--- src/rtl/mem_seq_ctrl_pkg.sv ---
// Shared types and encodings for the memory sequencing controller.
package mem_seq_ctrl_pkg;

    typedef enum logic [2:0] {
        IDLE   = 3'd0,
        FETCH  = 3'd1,
        EXEC   = 3'd2,
        MEM    = 3'd3,
        COMMIT = 3'd4,
        TRAP   = 3'd5
    } state_t;

    localparam logic [1:0] CAUSE_FETCH_TO     = 2'd0;
    localparam logic [1:0] CAUSE_DATA_TO      = 2'd1;
    localparam logic [1:0] CAUSE_LD_MISALIGN  = 2'd2;
    localparam logic [1:0] CAUSE_ST_MISALIGN  = 2'd3;

    localparam logic [1:0] SIZE_BYTE = 2'b00;
    localparam logic [1:0] SIZE_HALF = 2'b01;
    localparam logic [1:0] SIZE_WORD = 2'b10;

    // Access size vs. low address bits; other sizes are never flagged.
    function automatic logic misaligned(input logic [1:0] size, input logic [1:0] off);
        return ((size == SIZE_HALF) && off[0]) || ((size == SIZE_WORD) && (off != 2'b00));
    endfunction

endpackage

--- src/rtl/lsu_align.sv ---
// Byte-lane steering for stores and shift/extend for loads.
module lsu_align
    import mem_seq_ctrl_pkg::*;
#(
    parameter int unsigned XLEN = 32
) (
    input  logic [2:0]      funct3,
    input  logic [1:0]      addr,
    input  logic [XLEN-1:0] st_data,
    input  logic [XLEN-1:0] rdata,
    output logic [3:0]      be,
    output logic [XLEN-1:0] wdata,
    output logic [XLEN-1:0] ld_data
);

    logic [4:0]      shamt;
    logic [XLEN-1:0] shifted;

    always_comb begin
        shamt   = {addr, 3'b000};
        wdata   = st_data << shamt;
        shifted = rdata >> shamt;
        be      = 4'b1111;
        ld_data = shifted;
        case (funct3[1:0])
            SIZE_BYTE: begin
                be = 4'(4'b0001 << addr);
                if (funct3[2]) ld_data = XLEN'(shifted[7:0]);
                else           ld_data = XLEN'($signed(shifted[7:0]));
            end
            SIZE_HALF: begin
                be = 4'(4'b0011 << addr);
                if (funct3[2]) ld_data = XLEN'(shifted[15:0]);
                else           ld_data = XLEN'($signed(shifted[15:0]));
            end
            default: begin
                be = 4'b1111;
                if (funct3[2]) ld_data = XLEN'(shifted[31:0]);
                else           ld_data = XLEN'($signed(shifted[31:0]));
            end
        endcase
    end

endmodule

--- src/rtl/mem_seq_ctrl.sv ---
// Multi-cycle instruction sequencer: fetch, execute, optional data access, commit.
module mem_seq_ctrl
    import mem_seq_ctrl_pkg::*;
#(
    parameter logic [31:0]  PC_START  = 32'h100d8,
    parameter int unsigned  XLEN      = 32,
    parameter int unsigned  TIMEOUT   = 1024,
    parameter int unsigned  CNT_W     = 32,
    parameter bit           CHK_ALIGN = 1'b1
) (
    input  logic             clk,
    input  logic             rst,
    input  logic             enb,
    output logic             if_req,
    output logic [XLEN-1:0]  if_addr,
    input  logic             if_stall,
    input  logic [31:0]      if_rdata,
    output logic [31:0]      instr,
    output logic [XLEN-1:0]  pc,
    input  logic [XLEN-1:0]  pc_next,
    input  logic             is_load,
    input  logic             is_store,
    input  logic [2:0]       funct3,
    input  logic [XLEN-1:0]  mem_addr,
    input  logic [XLEN-1:0]  st_data,
    output logic             dm_rd,
    output logic             dm_wr,
    output logic [XLEN-1:0]  dm_addr,
    output logic [XLEN-1:0]  dm_wdata,
    output logic [3:0]       dm_be,
    input  logic             dm_stall,
    input  logic [XLEN-1:0]  dm_rdata,
    output logic [XLEN-1:0]  ld_data,
    output logic             commit,
    output logic             trap,
    output logic [1:0]       trap_cause,
    output logic [CNT_W-1:0] retired
);

    localparam int unsigned TMO_W = $clog2(TIMEOUT + 1);

    state_t            state, state_d;
    logic [TMO_W-1:0]  tmo_cnt, tmo_d;
    logic [2:0]        acc_f3, acc_f3_d;
    logic [1:0]        acc_off, acc_off_d;
    logic              acc_ld, acc_ld_d;
    logic [XLEN-1:0]   pc_d, dm_addr_d, dm_wdata_d, ld_data_d;
    logic [31:0]       instr_d;
    logic [3:0]        dm_be_d;
    logic [1:0]        trap_cause_d;
    logic [CNT_W-1:0]  retired_d;
    logic              if_req_d, dm_rd_d, dm_wr_d, commit_d, trap_d;
    logic              if_ack, dm_ack, mem_op, bad_align;
    logic [2:0]        lsu_f3;
    logic [1:0]        lsu_off;
    logic [3:0]        lsu_be;
    logic [XLEN-1:0]   lsu_wdata, lsu_ld;

    assign if_addr   = pc;
    assign if_ack    = if_req && !if_stall;
    assign dm_ack    = (dm_rd || dm_wr) && !dm_stall;
    assign mem_op    = is_load || is_store;
    assign bad_align = CHK_ALIGN && misaligned(funct3[1:0], mem_addr[1:0]);

    // Live decode steers store lanes in EXEC; the latched access drives load extension in MEM.
    assign lsu_f3  = (state == EXEC) ? funct3 : acc_f3;
    assign lsu_off = (state == EXEC) ? mem_addr[1:0] : acc_off;

    lsu_align #(.XLEN(XLEN)) u_lsu_align (
        .funct3  (lsu_f3),
        .addr    (lsu_off),
        .st_data (st_data),
        .rdata   (dm_rdata),
        .be      (lsu_be),
        .wdata   (lsu_wdata),
        .ld_data (lsu_ld)
    );

    always_ff @(posedge clk) begin
        if (rst) begin
            state      <= IDLE;
            pc         <= XLEN'(PC_START);
            tmo_cnt    <= '0;
            acc_f3     <= '0;
            acc_off    <= '0;
            acc_ld     <= 1'b0;
            instr      <= '0;
            ld_data    <= '0;
            dm_addr    <= '0;
            dm_wdata   <= '0;
            dm_be      <= '0;
            if_req     <= 1'b0;
            dm_rd      <= 1'b0;
            dm_wr      <= 1'b0;
            commit     <= 1'b0;
            trap       <= 1'b0;
            trap_cause <= '0;
            retired    <= '0;
        end else begin
            state      <= state_d;
            pc         <= pc_d;
            tmo_cnt    <= tmo_d;
            acc_f3     <= acc_f3_d;
            acc_off    <= acc_off_d;
            acc_ld     <= acc_ld_d;
            instr      <= instr_d;
            ld_data    <= ld_data_d;
            dm_addr    <= dm_addr_d;
            dm_wdata   <= dm_wdata_d;
            dm_be      <= dm_be_d;
            if_req     <= if_req_d;
            dm_rd      <= dm_rd_d;
            dm_wr      <= dm_wr_d;
            commit     <= commit_d;
            trap       <= trap_d;
            trap_cause <= trap_cause_d;
            retired    <= retired_d;
        end
    end

    // Next state plus next values of every registered output.
    always_comb begin
        state_d      = state;
        pc_d         = pc;
        tmo_d        = '0;
        acc_f3_d     = acc_f3;
        acc_off_d    = acc_off;
        acc_ld_d     = acc_ld;
        instr_d      = instr;
        ld_data_d    = ld_data;
        dm_addr_d    = dm_addr;
        dm_wdata_d   = dm_wdata;
        dm_be_d      = dm_be;
        trap_cause_d = trap_cause;
        retired_d    = retired;

        case (state)
            IDLE: begin
                if (enb) state_d = FETCH;
            end
            FETCH: begin
                if (if_ack) begin
                    instr_d = if_rdata;
                    state_d = EXEC;
                end else if (tmo_cnt == TMO_W'(TIMEOUT - 1)) begin
                    state_d      = TRAP;
                    trap_cause_d = CAUSE_FETCH_TO;
                end else begin
                    tmo_d = tmo_cnt + TMO_W'(1);
                end
            end
            EXEC: begin
                if (mem_op && bad_align) begin
                    state_d      = TRAP;
                    trap_cause_d = is_load ? CAUSE_LD_MISALIGN : CAUSE_ST_MISALIGN;
                end else if (mem_op) begin
                    state_d    = MEM;
                    acc_ld_d   = is_load;
                    acc_f3_d   = funct3;
                    acc_off_d  = mem_addr[1:0];
                    dm_addr_d  = {mem_addr[XLEN-1:2], 2'b00};
                    dm_wdata_d = lsu_wdata;
                    dm_be_d    = lsu_be;
                end else begin
                    state_d = COMMIT;
                end
            end
            MEM: begin
                if (dm_ack) begin
                    if (acc_ld) ld_data_d = lsu_ld;
                    state_d = COMMIT;
                end else if (tmo_cnt == TMO_W'(TIMEOUT - 1)) begin
                    state_d      = TRAP;
                    trap_cause_d = CAUSE_DATA_TO;
                end else begin
                    tmo_d = tmo_cnt + TMO_W'(1);
                end
            end
            COMMIT: begin
                pc_d      = pc_next;
                retired_d = retired + CNT_W'(1);
                state_d   = enb ? FETCH : IDLE;
            end
            TRAP: begin
                state_d = TRAP;
            end
            default: begin
                state_d = IDLE;
            end
        endcase

        if_req_d = (state_d == FETCH);
        dm_rd_d  = (state_d == MEM) && acc_ld_d;
        dm_wr_d  = (state_d == MEM) && !acc_ld_d;
        commit_d = (state_d == COMMIT);
        trap_d   = (state_d == TRAP);
    end

endmodule

--- config.mk ---
export PLATFORM = sky130hd
export DESIGN_NAME = mem_seq_ctrl
export DESIGN_NICKNAME = d
export VERILOG_FILES = /design/src/rtl/mem_seq_ctrl_pkg.sv /design/src/rtl/lsu_align.sv /design/src/rtl/mem_seq_ctrl.sv
export SDC_FILE = /design/constraint.sdc
export NUM_CORES = 1
export LEC_CHECK = 0
export ABC_AREA = 1
export CORE_AREA = 2 2 159 161
export CTS_BUF_LIST = sky130_fd_sc_hd__clkbuf_4 sky130_fd_sc_hd__clkbuf_8 sky130_fd_sc_hd__clkbuf_16
export CTS_CLUSTER_DIAMETER = 150
export DETAILED_ROUTE_END_ITERATION = 8
export DIE_AREA = 0 0 161 163
export GPL_ROUTABILITY_DRIVEN = 0
export PLACE_DENSITY = 0.85
export SLEW_MARGIN = 20
export SYNTH_ARGS = -nofsm -noshare
export SYNTH_HDL_FRONTEND = slang
export SYNTH_SLANG_ARGS = --single-unit
--- constraint.sdc ---
create_clock -name clk -period 5.4 [get_ports clk]
set_clock_uncertainty 0.15 [all_clocks]
set_input_delay 0.54 -clock clk [delete_from_list [all_inputs] [get_ports clk]]
set_output_delay 0.54 -clock clk [all_outputs]
set_load 0.02 [all_outputs]
==> impl_metrics.tcl, run 1 <==
set metrics [dict create \
    worstMarginPinSlew_ns 1.03 \
    worstSetupPathType "register to register" \
    row_count 58 \
    cts_root_buf "clkbuf_16" \
    final.setup.tns_ns 0 \
    synth_cell_types 43 \
    start_util_pct 41.6 \
    min_period_ns 3.12 \
    firstDrtPassIters 8 \
    nNetsFinal 2017 \
    cts_buffers 24 \
    place.port_buffers 402 \
    syn_to_final_growth_pct 46.6 \
    crit_arrival_ns 3.39 \
    cts_tree "yes" \
    synth-edff-count 0 \
    core_um2 24700 \
    power_w 0.00390 \
    cts_max_path_buffers 3 \
    ir_drop_uv 205 \
    power.share.clock_pct 47.4 \
    cp_max_fo 42 \
    die_h_um 163 \
    startpoint_type "register" \
    via_per_inst 5.12 \
    p_sw_share_pct 22.9 \
    required_ns 5.67 \
    antenna_cells 0 \
    synth_area_um2 10300 \
    drt-total-wl_mm 34.6 \
    hpwl_mm 24.7 \
    wl_per_cell_um 15.8 \
    first_iter_violations 979 \
    antenna_left 0 \
    p_leak_nw 5.95 \
    grt_usage_pct 25.0 \
    hold_violations 0 \
    fin_crit_sh_pct 57.9 \
    syn_inst 1520 \
    place_area_um2 14100 \
    dr_total_vias 11200 \
    fp.dieArea_um2 26200 \
    synth_ff_type "dfxtp_1" \
    cts.sinks 221 \
    drive_gt1_share_pct 4.29 \
    dp_cells 2149 \
    synth_area_leaders "dfxtp_1 43%, nor2_1 13%, nand2_1 10%" \
    rsz0062_at_grt "false" \
    ys_ff_latch 221 \
    synth_top_area_share_pct 43.1 \
    ys_seq_area_share_pct 43.1 \
    path_clk_slew_ns 0.06 \
    grt_max_degree 91 \
    cellPowerDensity_nw_per_um2 259 \
    endpoint_kind "register" \
    power_frac_seq_pct 42.7 \
    synthTopCellsByCount "362 x nor2_1, 280 x nand2_1, 221 x dfxtp_1" \
    synth_area_per_cell_um2 6.75 \
    holdWs_ns 0.309 \
    synth-async-reset-ratio_pct 0 \
    drcViolationCount 0 \
    p_int_w 0.00301 \
    cts_hold_buf 0 \
    die_w_um 161 \
    stdcell_count 2193 \
    clock_latency_ns 0.51 \
    p_sw_w 0.000892 \
    slew_violations 0 \
    relSlewSlack_pct 31.4 \
    combPwrFrac_pct 9.8 \
    htreeDepth 1 \
    gr-total-overflow 0 \
    grt_pass1_wl_mm 53.7 \
    grt_antenna_before_repair 0 \
    yosysTopAreaCell "dfxtp_1" \
    status "finished clean" \
    hp-class "register to register" \
    setup_viol 0 \
    yosysMostFrequentCell "nor2_1" \
    postCtsSetupRepairBufs 0 \
    ys_warn_count 0 \
    postLayoutCellArea_um2 15000 \
    max_cap_violations 0 \
    ctsResizeCount 0 \
    ios 405 \
    fmax_ghz 0.320 \
    first_global_vias 10600 \
]
-- sequential cells by signal, summed over array words and instances (netlist names) --
| register | count |
|---|---|
| dm_wdata | 32 |
| if_addr | 32 |
| instr | 32 |
| ld_data | 32 |
| retired | 32 |
| dm_addr | 30 |
| tmo_cnt | 11 |
| dm_be | 4 |
| acc_f3 | 3 |
| state | 3 |
| acc_off | 2 |
| trap_cause | 2 |
| acc_ld | 1 |
| commit | 1 |
| dm_rd | 1 |
| dm_wr | 1 |
| if_req | 1 |
| trap | 1 |
-- layout by cell type (no fill, tap or decap), types with 3 or more instances in the layout --
cell type          n
nor2_2             4
clkdlybuf4s50_1  401
dfxtp_1          221
nand2_2            7
o21a_1             3
nand3b_1           5
inv_2              5
o21ai_1            7
inv_1            116
clkbuf_8           9
clkbuf_16         25
nor3b_1            4
a211oi_1           6
buf_4              7
bufinv_16          4
a21oi_1           71
nand4_1           11
nand2_1          280
nor3_1            36
a22oi_1            8
nor2_4             3
nand3_1           82
nor2_1           361
xor2_1             7
clkinv_2           3
o21ai_0          147
-- worst paths after layout --
check | endpoint | startpoint | slack, ns | cells after the start
min reg2reg | acc_f3[2] | acc_f3[2] | 0.31 | 2
min | acc_f3[2] | acc_f3[2] | 0.31 | 2
max | ld_data[30] | state[2] | 2.28 | 10
max reg2reg | ld_data[30] | state[2] | 2.28 | 10
-- critical path, cell delays in order (launching register included) --
cell and delay, ns:
dfxtp_1 0.40, inv_2 0.18, nand4_2 0.43, nand2_2 0.64
inv_2 0.44, nand3_1 0.17, nand2_1 0.10, nand2_2 0.25
nand3_1 0.14, nand2_1 0.08, inv_1 0.04
-- power by group through the flow --
stage          Sequential (W)  Combinational [W]  Clock, W
2_1_floorplan         0.00172           0.000151         0
3_3_place_gp          0.00170           0.000374         0
3_5_place_dp          0.00170           0.000380         0
4_1_cts               0.00167           0.000382   0.00188
5_1_grt               0.00167           0.000414   0.00195
6_report              0.00167           0.000384   0.00185
-- kinds of logic after synthesis --
| kind of cell | Yosys count | share of synthesized area [%] |
|---|---|---|
| fa+ha+maj | 2 | 0.244 |
| flops | 221 | 43.1 |
| other cells | 1 | 0.0366 |
| buf+inv | 234 | 10.6 |
| compound gates | 252 | 13.0 |
| xor+xnor | 8 | 0.683 |
| simple gates | 802 | 32.4 |
-- routing by layer --
| metal | vias up | part of all wire (%) | global-route usage (%) |
|---|---|---|---|
| met2 | 552 | 48 | 44.2 |
| met5 | - | 0 | 0 |
| met3 | 121 | 8.8 | 5.93 |
| met1 | 5101 | 39 | 28.9 |
| li1 | 5449 | - | - |
| met4 | 0 | 4.4 | 10.8 |
-- area by class of cell --
type / count / area (um2)
well taps: 330 / 413
inverters: 123 / 463
clock buffers: 36 / 764
repair buffers: 409 / 4070
clock inverters: 8 / 145
fillers: 2204 / 9630
flip-flops and latches: 221 / 4420
multi-input cells: 1066 / 4760
-- per-stage QoR --
stage	utilization [%]	worst slack, ns
CTS	61.0	2.34
finish	61.0	2.28
floorplan	-	3.54
detailed placement	57.3	1.84
global placement	57.3	2.00
global route	61.0	1.99
(Power assumes the default switching activity.)
==> run 2, diff against run 1 <==
--- a/config.mk
+++ b/config.mk
@@ -6,13 +6,13 @@
 export NUM_CORES = 1
 export LEC_CHECK = 0
 export ABC_AREA = 1
-export CORE_AREA = 2 2 159 161
+export CORE_AREA = 2 2 156 158
 export CTS_BUF_LIST = sky130_fd_sc_hd__clkbuf_4 sky130_fd_sc_hd__clkbuf_8 sky130_fd_sc_hd__clkbuf_16
 export CTS_CLUSTER_DIAMETER = 150
 export DETAILED_ROUTE_END_ITERATION = 8
-export DIE_AREA = 0 0 161 163
+export DIE_AREA = 0 0 158 160
 export GPL_ROUTABILITY_DRIVEN = 0
-export PLACE_DENSITY = 0.85
+export PLACE_DENSITY = 0.87
 export SLEW_MARGIN = 20
 export SYNTH_ARGS = -nofsm -noshare
 export SYNTH_HDL_FRONTEND = slang
==> constraint.sdc (replaced) <==
create_clock -name clk -period 2.95 [get_ports clk]
set_clock_uncertainty 0.15 [all_clocks]
set_input_delay 0.295 -clock clk [delete_from_list [all_inputs] [get_ports clk]]
set_output_delay 0.295 -clock clk [all_outputs]
set_load 0.02 [all_outputs]
==> run 2 against run 1 <==
  * Critical path type unchanged
  * The flow now finishes with violations (design-rule violations)
  * Non-clock buffer count up 13
  * Highest routed layer unchanged
  * Critical endpoint is now ld_data[25]
  * Final cell count is 0.32% higher
  * Combinational power rose by 83%
==> impl_metrics.tcl, run 2 (synthesis results as in run 1) <==
set metrics [dict create \
    crit_chain "inv_2 -> nand3_4 -> nand2_4 -> nand2_2 -> buf_4 -> nand2_1 -> nand3_1 -> nand3_4 -> nand3_1 -> nand2_1 -> inv_1" \
    crit_arrival_ns 2.69 \
    grt_max_degree 76 \
    row_count 57 \
    cts.sinks 221 \
    slowest_stage "dfxtp_1" \
    wl_per_cell_um 15.6 \
    drcViolationCount 2 \
    clock_latency_ns 0.52 \
    first_global_vias 10600 \
    cts_buffers 24 \
    die_w_um 158 \
    postCtsSetupRepairBufs 0 \
    slew_violations 0 \
    start_util_pct 43.1 \
    dr_total_vias 11200 \
    fmax_ghz 0.422 \
    hpwl_mm 25.4 \
    drive_gt1_share_pct 4.85 \
    endpoint_kind "register" \
    syn_to_final_growth_pct 47.4 \
    ios 405 \
    required_ns 3.27 \
    p_leak_nw 6.02 \
    setup_viol 0 \
    rsz0062_at_grt "false" \
    cts_root_buf "clkbuf_16" \
    cts_hold_buf 0 \
    place.port_buffers 402 \
    cellPowerDensity_nw_per_um2 469 \
    cpLargestDelayFamily "simple AND/OR/NAND/NOR gates" \
    final_cell_mix "401 x clkdlybuf4s50_1, 362 x nor2_1, 280 x nand2_1" \
    die_h_um 160 \
    power_w 0.00710 \
    path_clk_slew_ns 0.06 \
    cpPeakStageDelay_ns 0.48 \
    grt_pass1_wl_mm 54.1 \
    core_um2 23800 \
    gr-total-overflow 0 \
    violations "design-rule violations" \
    path_buf_inv 3 \
    via_per_inst 5.07 \
    grt_antenna_before_repair 1 \
    grt_usage_pct 26.3 \
    worstMarginPinSlew_ns 0.847 \
    cts_tree "yes" \
    firstDrtPassIters 9 \
    max_cap_violations 0 \
    relSlewSlack_pct 43.5 \
    hp-class "input pin to register" \
    first_iter_violations 976 \
    antenna_left 0 \
    nNetsFinal 2030 \
    cp_max_fo 30 \
    status "finished with violations" \
    ctsResizeCount 0 \
    fp.dieArea_um2 25300 \
    startpoint_type "register" \
    layout.cells.most_common "clkdlybuf4s50_1" \
    drt-total-wl_mm 34.4 \
    ir_drop_uv 315 \
    fin_crit_sh_pct 80.4 \
    htreeDepth 1 \
    min_period_ns 2.37 \
    final.setup.tns_ns 0 \
    worstSetupPathType "register to register" \
    hold_violations 0 \
    fillers 2084 \
    cts_max_path_buffers 3 \
]
==> run 2: changes by cell type in the layout (fill, tap and decap cells not counted), sizes merged <==
cell,delta
buf,+13
clkinvlp,-2
clkbuf,+1
diode,+1
==> run 2: worst min-delay path, stage by stage <==
cell and delay, ns:
clkdlybuf4s50_1 0.40, nand2_1 0.06, nand3_1 0.06
==> run 2: report_power, final <==
group / switching, W / internal [W]
Combinational: 0.000353 / 0.000349
Sequential: 0.0000264 / 0.00302
Clock: 0.00123 / 0.00212
Total: 0.00161 / 0.00549
==> run 2: layer usage <==
metal	track usage, %	wire [um]	vias up
li1	-	-	5480
met1	30.4	12700	4989
met2	44.7	16600	575
met3	6.62	3320	111
met4	13.6	1720	0
met5	0	0	-
==> run 2: final timing paths <==
| check | startpoint | end | slack [ns] | cells past startpoint |
|---|---|---|---|---|
| max | state[0] | ld_data[25] | 0.58 | 11 |
| min | pc_next[4] | if_addr[4] | 0.20 | 3 |
| max reg2reg | state[0] | ld_data[25] | 0.58 | 11 |
| min reg2reg | tmo_cnt[10] | tmo_cnt[10] | 0.32 | 2 |
==> run 2: cell type report <==
cell class	count	area (um2)	area share (%)
Multi-Input combinational cell	1066	4750	31.4
Sequential cell	221	4420	29.3
Timing Repair Buffer	422	4180	27.7
Clock buffer	37	759	5.02
Inverter	123	463	3.06
Tap cell	324	405	2.68
Clock inverter	6	130	0.861
Antenna cell	1	2.50	0.0166
==> run 2: through the flow <==
stage | util, % | setup WS [ns] | instance area (um2) | hold slack [ns] | instances
finish | 63.5 | 0.579 | 15100 | 0.200 | 2200
global route | 63.5 | 0.363 | 15100 | 0.220 | 2200
CTS | 63.5 | 0.621 | 15100 | 0.189 | 2199
detailed placement | 59.7 | 0.545 | 14200 | 0.305 | 2156
global placement | 59.7 | 0.622 | 14200 | 0.286 | 2156
floorplan | - | 1.16 | 10300 | 0.258 | 1521
